<file path="config.mk">
export PLATFORM = sky130hd
export DESIGN_NAME = multi_freq_divider
export DESIGN_NICKNAME = d
export VERILOG_FILES = /design/src/rtl/freq_div_pkg.sv /design/src/rtl/freq_div_channel.sv /design/src/rtl/multi_freq_divider.sv
export SDC_FILE = /design/constraint.sdc
export NUM_CORES = 1
export LEC_CHECK = 0
export BUFFER_PORTS_ARGS = -buffer_cell sky130_fd_sc_hd__buf_2
export CAP_MARGIN = 15
export CORE_MARGIN = 3
export CORE_UTILIZATION = 60
export DETAILED_ROUTE_END_ITERATION = 12
export PLACE_DENSITY = 0.8
export SLEW_MARGIN = 5
export SYNTH_ARGS = -nofsm -noshare
export SYNTH_HDL_FRONTEND = slang
export SYNTH_HIERARCHICAL = 1
export SYNTH_SLANG_ARGS = --single-unit
</file>
<file path="constraint.sdc">
create_clock -name Clk -period 10.53 [get_ports Clk]
set_clock_uncertainty 0.2 [all_clocks]
set_input_delay 2.106 -clock Clk [delete_from_list [all_inputs] [get_ports Clk]]
set_output_delay 2.106 -clock Clk [all_outputs]
set_load 0.03 [all_outputs]
</file>
<file path="src/rtl/freq_div_pkg.sv">
`default_nettype none
// ============================================================================
// Module      : freq_div_pkg
// Description : Shared constants, channel state type and the high-time helper
//               for the multi-channel clock-enable frequency divider.
// Revision    : 1.0 - initial release
// ============================================================================
package freq_div_pkg;

    localparam int c_NUM_CH_DEFAULT = 4;
    localparam int c_CNT_W_DEFAULT  = 16;

    typedef enum logic [0:0] {
        IDLE = 1'b0,
        RUN  = 1'b1
    } chan_state_t;

    // High time for an already-clamped divisor d (d >= 1). h = 0 asks for the
    // default half-period; otherwise h is capped so at least one low cycle
    // remains, and never drops to zero for divisors of two or more.
    function automatic logic [31:0] eff_high(input logic [31:0] d, input logic [31:0] h);
        logic [31:0] r;
        if (h == 32'd0) begin
            r = d >> 1;
        end else if (h < (d - 32'd1)) begin
            r = h;
        end else begin
            r = d - 32'd1;
        end
        if ((d >= 32'd2) && (r == 32'd0)) begin
            r = 32'd1;
        end
        return r;
    endfunction

endpackage
`default_nettype wire

</file>
<file path="src/rtl/freq_div_channel.sv">
`default_nettype none
// ============================================================================
// Module      : freq_div_channel
// Description : One divider channel: active/pending configuration, period
//               counter and registered waveform/tick outputs.
// Revision    : 1.0 - initial release
// ============================================================================
module freq_div_channel
    import freq_div_pkg::*;
#(
    parameter int CNT_W = c_CNT_W_DEFAULT
) (
    input  logic             Clk,
    input  logic             Reset,
    input  logic             Enable,
    input  logic             Wr,
    input  logic [CNT_W-1:0] Din,
    input  logic [CNT_W-1:0] DutyHigh,
    output logic             ClkOutput,
    output logic             Tick
);

    chan_state_t      r_state, w_state_nxt;
    logic [CNT_W-1:0] r_cnt, w_cnt_nxt;
    logic [CNT_W-1:0] r_d_act, w_d_act_nxt;
    logic [CNT_W-1:0] r_h_act, w_h_act_nxt;
    logic [CNT_W-1:0] r_d_pend, w_d_pend_nxt;
    logic [CNT_W-1:0] r_h_pend, w_h_pend_nxt;
    logic             r_pend_valid, w_pend_valid_nxt;
    logic             r_clk_out, w_clk_out_nxt;
    logic             r_tick, w_tick_nxt;
    logic [CNT_W-1:0] w_d_eff, w_h_eff;
    logic             w_wrap, w_apply;

    // Clamp the incoming write to a legal divisor/high-time pair.
    always_comb begin
        w_d_eff = (Din == '0) ? CNT_W'(1) : Din;
        w_h_eff = CNT_W'(eff_high(32'(w_d_eff), 32'(DutyHigh)));
    end

    // Next-state: Enable decides the state first, then pending application,
    // then the write, then the counter and outputs for the resulting state.
    always_comb begin
        w_state_nxt      = r_state;
        w_cnt_nxt        = r_cnt;
        w_d_act_nxt      = r_d_act;
        w_h_act_nxt      = r_h_act;
        w_d_pend_nxt     = r_d_pend;
        w_h_pend_nxt     = r_h_pend;
        w_pend_valid_nxt = r_pend_valid;
        w_clk_out_nxt    = 1'b0;
        w_tick_nxt       = 1'b0;
        w_wrap           = (r_cnt == (r_d_act - CNT_W'(1)));
        w_apply          = 1'b0;

        case (r_state)
            IDLE:    if (Enable)  w_state_nxt = RUN;
            RUN:     if (!Enable) w_state_nxt = IDLE;
            default: w_state_nxt = IDLE;
        endcase

        // A stopped channel takes new settings at once; a running one only at
        // a period boundary so no period is ever cut short.
        w_apply = r_pend_valid && ((w_state_nxt == IDLE) || ((r_state == RUN) && w_wrap));
        if (w_apply) begin
            w_d_act_nxt      = r_d_pend;
            w_h_act_nxt      = r_h_pend;
            w_pend_valid_nxt = 1'b0;
        end

        if (Wr) begin
            w_d_pend_nxt     = w_d_eff;
            w_h_pend_nxt     = w_h_eff;
            w_pend_valid_nxt = 1'b1;
        end

        if (w_state_nxt == IDLE) begin
            w_cnt_nxt = '0;
        end else begin
            w_cnt_nxt     = ((r_state == IDLE) || w_wrap) ? '0 : (r_cnt + CNT_W'(1));
            w_clk_out_nxt = (w_d_act_nxt == CNT_W'(1)) || (w_cnt_nxt < w_h_act_nxt);
            w_tick_nxt    = (w_cnt_nxt == '0);
        end
    end

    // State register with synchronous reset to the default divide-by-two.
    always_ff @(posedge Clk) begin
        if (Reset) begin
            r_state      <= IDLE;
            r_cnt        <= '0;
            r_d_act      <= CNT_W'(2);
            r_h_act      <= CNT_W'(1);
            r_d_pend     <= CNT_W'(2);
            r_h_pend     <= CNT_W'(1);
            r_pend_valid <= 1'b0;
            r_clk_out    <= 1'b0;
            r_tick       <= 1'b0;
        end else begin
            r_state      <= w_state_nxt;
            r_cnt        <= w_cnt_nxt;
            r_d_act      <= w_d_act_nxt;
            r_h_act      <= w_h_act_nxt;
            r_d_pend     <= w_d_pend_nxt;
            r_h_pend     <= w_h_pend_nxt;
            r_pend_valid <= w_pend_valid_nxt;
            r_clk_out    <= w_clk_out_nxt;
            r_tick       <= w_tick_nxt;
        end
    end

    assign ClkOutput = r_clk_out;
    assign Tick      = r_tick;

endmodule
`default_nettype wire

</file>
<file path="src/rtl/multi_freq_divider.sv">
`default_nettype none
// ============================================================================
// Module      : multi_freq_divider
// Description : NUM_CH independent programmable dividers sharing one config
//               write port; decodes the target channel and acknowledges writes.
// Revision    : 1.0 - initial release
// ============================================================================
module multi_freq_divider
    import freq_div_pkg::*;
#(
    parameter  int NUM_CH = c_NUM_CH_DEFAULT,
    parameter  int CNT_W  = c_CNT_W_DEFAULT,
    localparam int CH_W   = (NUM_CH > 1) ? $clog2(NUM_CH) : 1
) (
    input  logic              Clk,
    input  logic              Reset,
    input  logic [NUM_CH-1:0] Enable,
    input  logic              ConfigDiv,
    input  logic [CH_W-1:0]   CfgCh,
    input  logic [CNT_W-1:0]  Din,
    input  logic [CNT_W-1:0]  DutyHigh,
    output logic              CfgAck,
    output logic [NUM_CH-1:0] ClkOutput,
    output logic [NUM_CH-1:0] Tick
);

    logic              w_wr_valid;
    logic [NUM_CH-1:0] w_wr_ch;
    logic              r_cfg_ack;

    // Writes to a channel index beyond the populated range are dropped.
    assign w_wr_valid = ConfigDiv && (32'(CfgCh) < 32'(NUM_CH));

    // Acknowledge an accepted write one cycle later.
    always_ff @(posedge Clk) begin
        if (Reset) begin
            r_cfg_ack <= 1'b0;
        end else begin
            r_cfg_ack <= w_wr_valid;
        end
    end

    assign CfgAck = r_cfg_ack;

    genvar g;
    generate
        for (g = 0; g < NUM_CH; g++) begin : g_ch
            assign w_wr_ch[g] = w_wr_valid && (CfgCh == CH_W'(g));

            freq_div_channel #(
                .CNT_W (CNT_W)
            ) u_chan (
                .Clk       (Clk),
                .Reset     (Reset),
                .Enable    (Enable[g]),
                .Wr        (w_wr_ch[g]),
                .Din       (Din),
                .DutyHigh  (DutyHigh),
                .ClkOutput (ClkOutput[g]),
                .Tick      (Tick[g])
            );
        end
    endgenerate

endmodule
`default_nettype wire
</file>
==> flow_summary.json <==
{
  "grt_pass1_vias": 17752,
  "cts_buffer_depth": 3,
  "clock_power_share_pct": 43.1,
  "synthFlopType": "dfxtp_1",
  "syn-num-nets": 2599,
  "core_sq_um": 33900,
  "cts_tree": "yes",
  "worstSetupEndpointType": "flop",
  "yosysMostFrequentCell": "nor2_1",
  "finalSetupViolCount": 0,
  "dieWidth_um": 192,
  "hold_ws_ns": 0.271,
  "ys_seq_area_share_pct": 32.4,
  "whs_path_depth": 2,
  "sw_frac_of_total_pct": 26.5,
  "wl_um": 57600,
  "fin_nets": 2583,
  "worst_pin_slew_ns": 1.19,
  "ctsResizeCount": 0,
  "start_util_pct": 61.5,
  "maxCapViolations": 0,
  "cts_buffers": 38,
  "synthDistinctLibCells": 63,
  "wl_per_cell_um": 20.0,
  "crit_arrival_ns": 7.61,
  "synthArstFlopShare_pct": 0,
  "synthesis.area_sq_um": 20800,
  "min_to": "g_ch[0].u_chan/r_h_pend[15]",
  "share_seq_of_total_power_pct": 44.0,
  "maxSlewHeadroom_pct": 20.7,
  "num_vias": 18440,
  "worstPathRequired_ns": 10.77,
  "power.leakage_nw": 8.65,
  "slew_violations": 0,
  "rsz0062_at_grt": "no",
  "cp_slowest_cell": "a2bb2oi_1",
  "num_rows": 67,
  "fin_crit_ns": 7.36,
  "viasPerCell": 6.40,
  "r2r-start": "g_ch[1].u_chan/r_d_act[0]",
  "switching_power_mw": 0.797,
  "p_int_mw": 2.21,
  "clkLatencyLatePin_ns": 0.52,
  "hold_viol": 0,
  "worstSetupStartpointType": "input port",
  "cts.sinks": 337,
  "cpPeakStageDelay_ns": 0.92,
  "syn_inst": 2422,
  "synth_edf_count": 0,
  "drc": 0,
  "globalRouteOverflowTotal": 0,
  "drive_above_1_share_pct": 7.00,
  "drt-initial-drc-count": 1566,
  "io_pins": 50,
  "root_buffer": "clkbuf_16",
  "grt_max_degree": 87,
  "yosysTopAreaCell": "dfxtp_1",
  "holdBufCountCts": 0,
  "post_cts_buffers": 0,
  "io_buffers": 49,
  "track_usage_pct": 30.6,
  "fin_tns_setup_ns": 0,
  "synth.avg_cell_area_sq_um": 8.61,
  "area_growth_pct": 7.86,
  "synthTopCellsByArea": "dfxtp_1 (32%), mux2i_1 (10%), nor2_1 (8.4%)",
  "grt_pass1_wl_um": 92500,
  "min-delay-start": "g_ch[0].u_chan/r_h_pend[15]",
  "worstReg2RegEnd": "g_ch[1].u_chan/ClkOutput",
  "ant_nets": 0,
  "chipHeight_um": 192,
  "status": "completed",
  "power_frac_comb_pct": 12.9,
  "synth_top_area_share_pct": 32.4,
  "rrSetupSlack_ns": 5.29,
  "crit_path_cell_trace": "buf_2 > nor4_4 > nand3_1 > nor4_1 > nor2_1 > ha_1 > or3b_1 > nor3_1 > xor2_1 > inv_1 > ha_1 > or3_1 > o211ai_1 > or3b_1 > a2bb2oi_1 > nor2_1 > a21o_1 > nor4_1 > nand4_1 > nand3_1",
  "dieArea_sq_um": 37000,
  "worstSetupPathType": "in -> reg",
  "final_util_pct": 66.4,
  "synth_common_cells": "nor2_1 (464), dfxtp_1 (337), mux2i_1 (216), ha_1 (136), nand2_1 (100)",
  "p_per_area_nw_per_um2": 134,
  "gp_congestion": 0.968,
  "path_clk_slew_ns": 0.06,
  "place_area_sq_um": 21300,
  "cp_max_fo": 24,
  "fin_area_sq_um": 22500,
  "antenna_found_initial": 1,
  "place_hpwl_um": 40500,
  "min_period_over_period_pct": 69.9,
  "cts.htree.levels": 2,
  "ys_ff_latch": 337,
  "fmax_ghz": 0.136,
  "hp-class": "reg -> reg",
  "drt_first_pass_iters": 5,
  "vdd_drop_max_uv": 126,
  "ys.warnings.count": 6,
  "r2r_cells": 20
}
## sequential cells by signal, summed over array words and instances (netlist names)
signal                    count
g_ch.u_chan/r_d_act          64
g_ch.u_chan/r_cnt            64
g_ch.u_chan/r_pend_valid      4
g_ch.u_chan/Tick              4
g_ch.u_chan/r_h_act          64
g_ch.u_chan/r_state           4
g_ch.u_chan/ClkOutput         4
g_ch.u_chan/r_h_pend         64
g_ch.u_chan/r_d_pend         64
CfgAck                        1
## worst max-delay path by stage
| stage | slack [ns] | from | to |
|---|---|---|---|
| detailed placement | 2.83 | Din[8] | g_ch[0].u_chan/r_h_pend[0] |
| global route | 2.73 | Din[8] | g_ch[0].u_chan/r_h_pend[0] |
| CTS | 3.33 | Din[9] | g_ch[0].u_chan/r_h_pend[0] |
| global placement | 2.96 | Din[8] | g_ch[0].u_chan/r_h_pend[0] |
| finish | 3.17 | Din[9] | g_ch[0].u_chan/r_h_pend[0] |
| floorplan | 4.17 | Din[4] | g_ch[0].u_chan/r_h_pend[0] |
## power groups by stage
stage / registers [mW] / clock network [mW] / logic [mW]
2_1_floorplan: 1.35 / 0 / 0.249
3_3_place_gp: 1.35 / 0 / 0.369
3_5_place_dp: 1.35 / 0 / 0.377
4_1_cts: 1.32 / 1.31 / 0.379
5_1_grt: 1.32 / 1.37 / 0.421
6_report: 1.32 / 1.29 / 0.389
## through the flow
stage	cells	total power, mW	worst slack [ns]
after floorplan	2422	1.60	4.17
after global placement	2814	1.72	2.96
after detailed placement	2814	1.73	2.83
after CTS	2878	3.02	3.33
after global routing	2879	3.12	2.73
final	2880	3.01	3.17
## cell families (layout without fill, tap and decap cells)
family | count (synthesis) | after routing | synth area share [%]
buffers and inverters | 180 | 188 | 3.70
other | 0 | 2 | 0
DFF | 337 | 337 | 32.4
xor gates and xnor gates | 172 | 172 | 7.23
adders and majority gates | 136 | 136 | 8.16
AOI/OAI and AO/OA | 380 | 380 | 13.1
and+or+nand+nor | 997 | 997 | 24.9
muxes | 220 | 220 | 10.6
## per-layer routing
layer / GRT usage [%] / share of wire, % / up-vias
met4: 10.3 / 3.3 / 0
li1: - / - / 8739
met2: 48.8 / 44 / 761
met5: 0 / 0 / -
met1: 42.2 / 45 / 8758
met3: 4.96 / 7.7 / 182
## critical path: cells and delay by family
family	cells	cell delay (ns)
and+or+nand+nor	12	2.64
AOI/OAI and AO/OA	3	1.42
buffers and inverters	2	0.71
adders and majority gates	2	0.45
xor gates and xnor gates	1	0.26
## placed cells by master, fill, tap and decap left out, types with 20 or more instances in the layout
master and instances:
mux2i_1 216, a21oi_1 80, xor2_1 96, xnor2_1 76, a21o_1 32, nand2b_1 28
nand3_1 72, nand2_1 100, and4_1 24, a221oi_1 20, and3_1 24, nor2_1 464
clkbuf_16 39, buf_2 48, o21ai_0 48, nand4_1 40, nor3_1 44, ha_1 136
a211oi_1 36, o21a_1 20, inv_1 64, dfxtp_1 337, nor2b_1 29, nor4_1 60
## area by class of cell
class                           count  area (sq um)
Timing Repair Buffer               60           334
Tap cell                          448           561
Clock buffer                       51          1080
Inverter                           64           240
Fill cell                        2822         11400
Sequential cell                   337          6750
Multi-Input combinational cell   1905         13400
Clock inverter                     13           134
Antenna cell                        2          5.00
Note: power is estimated with default switching activity, not from simulation.
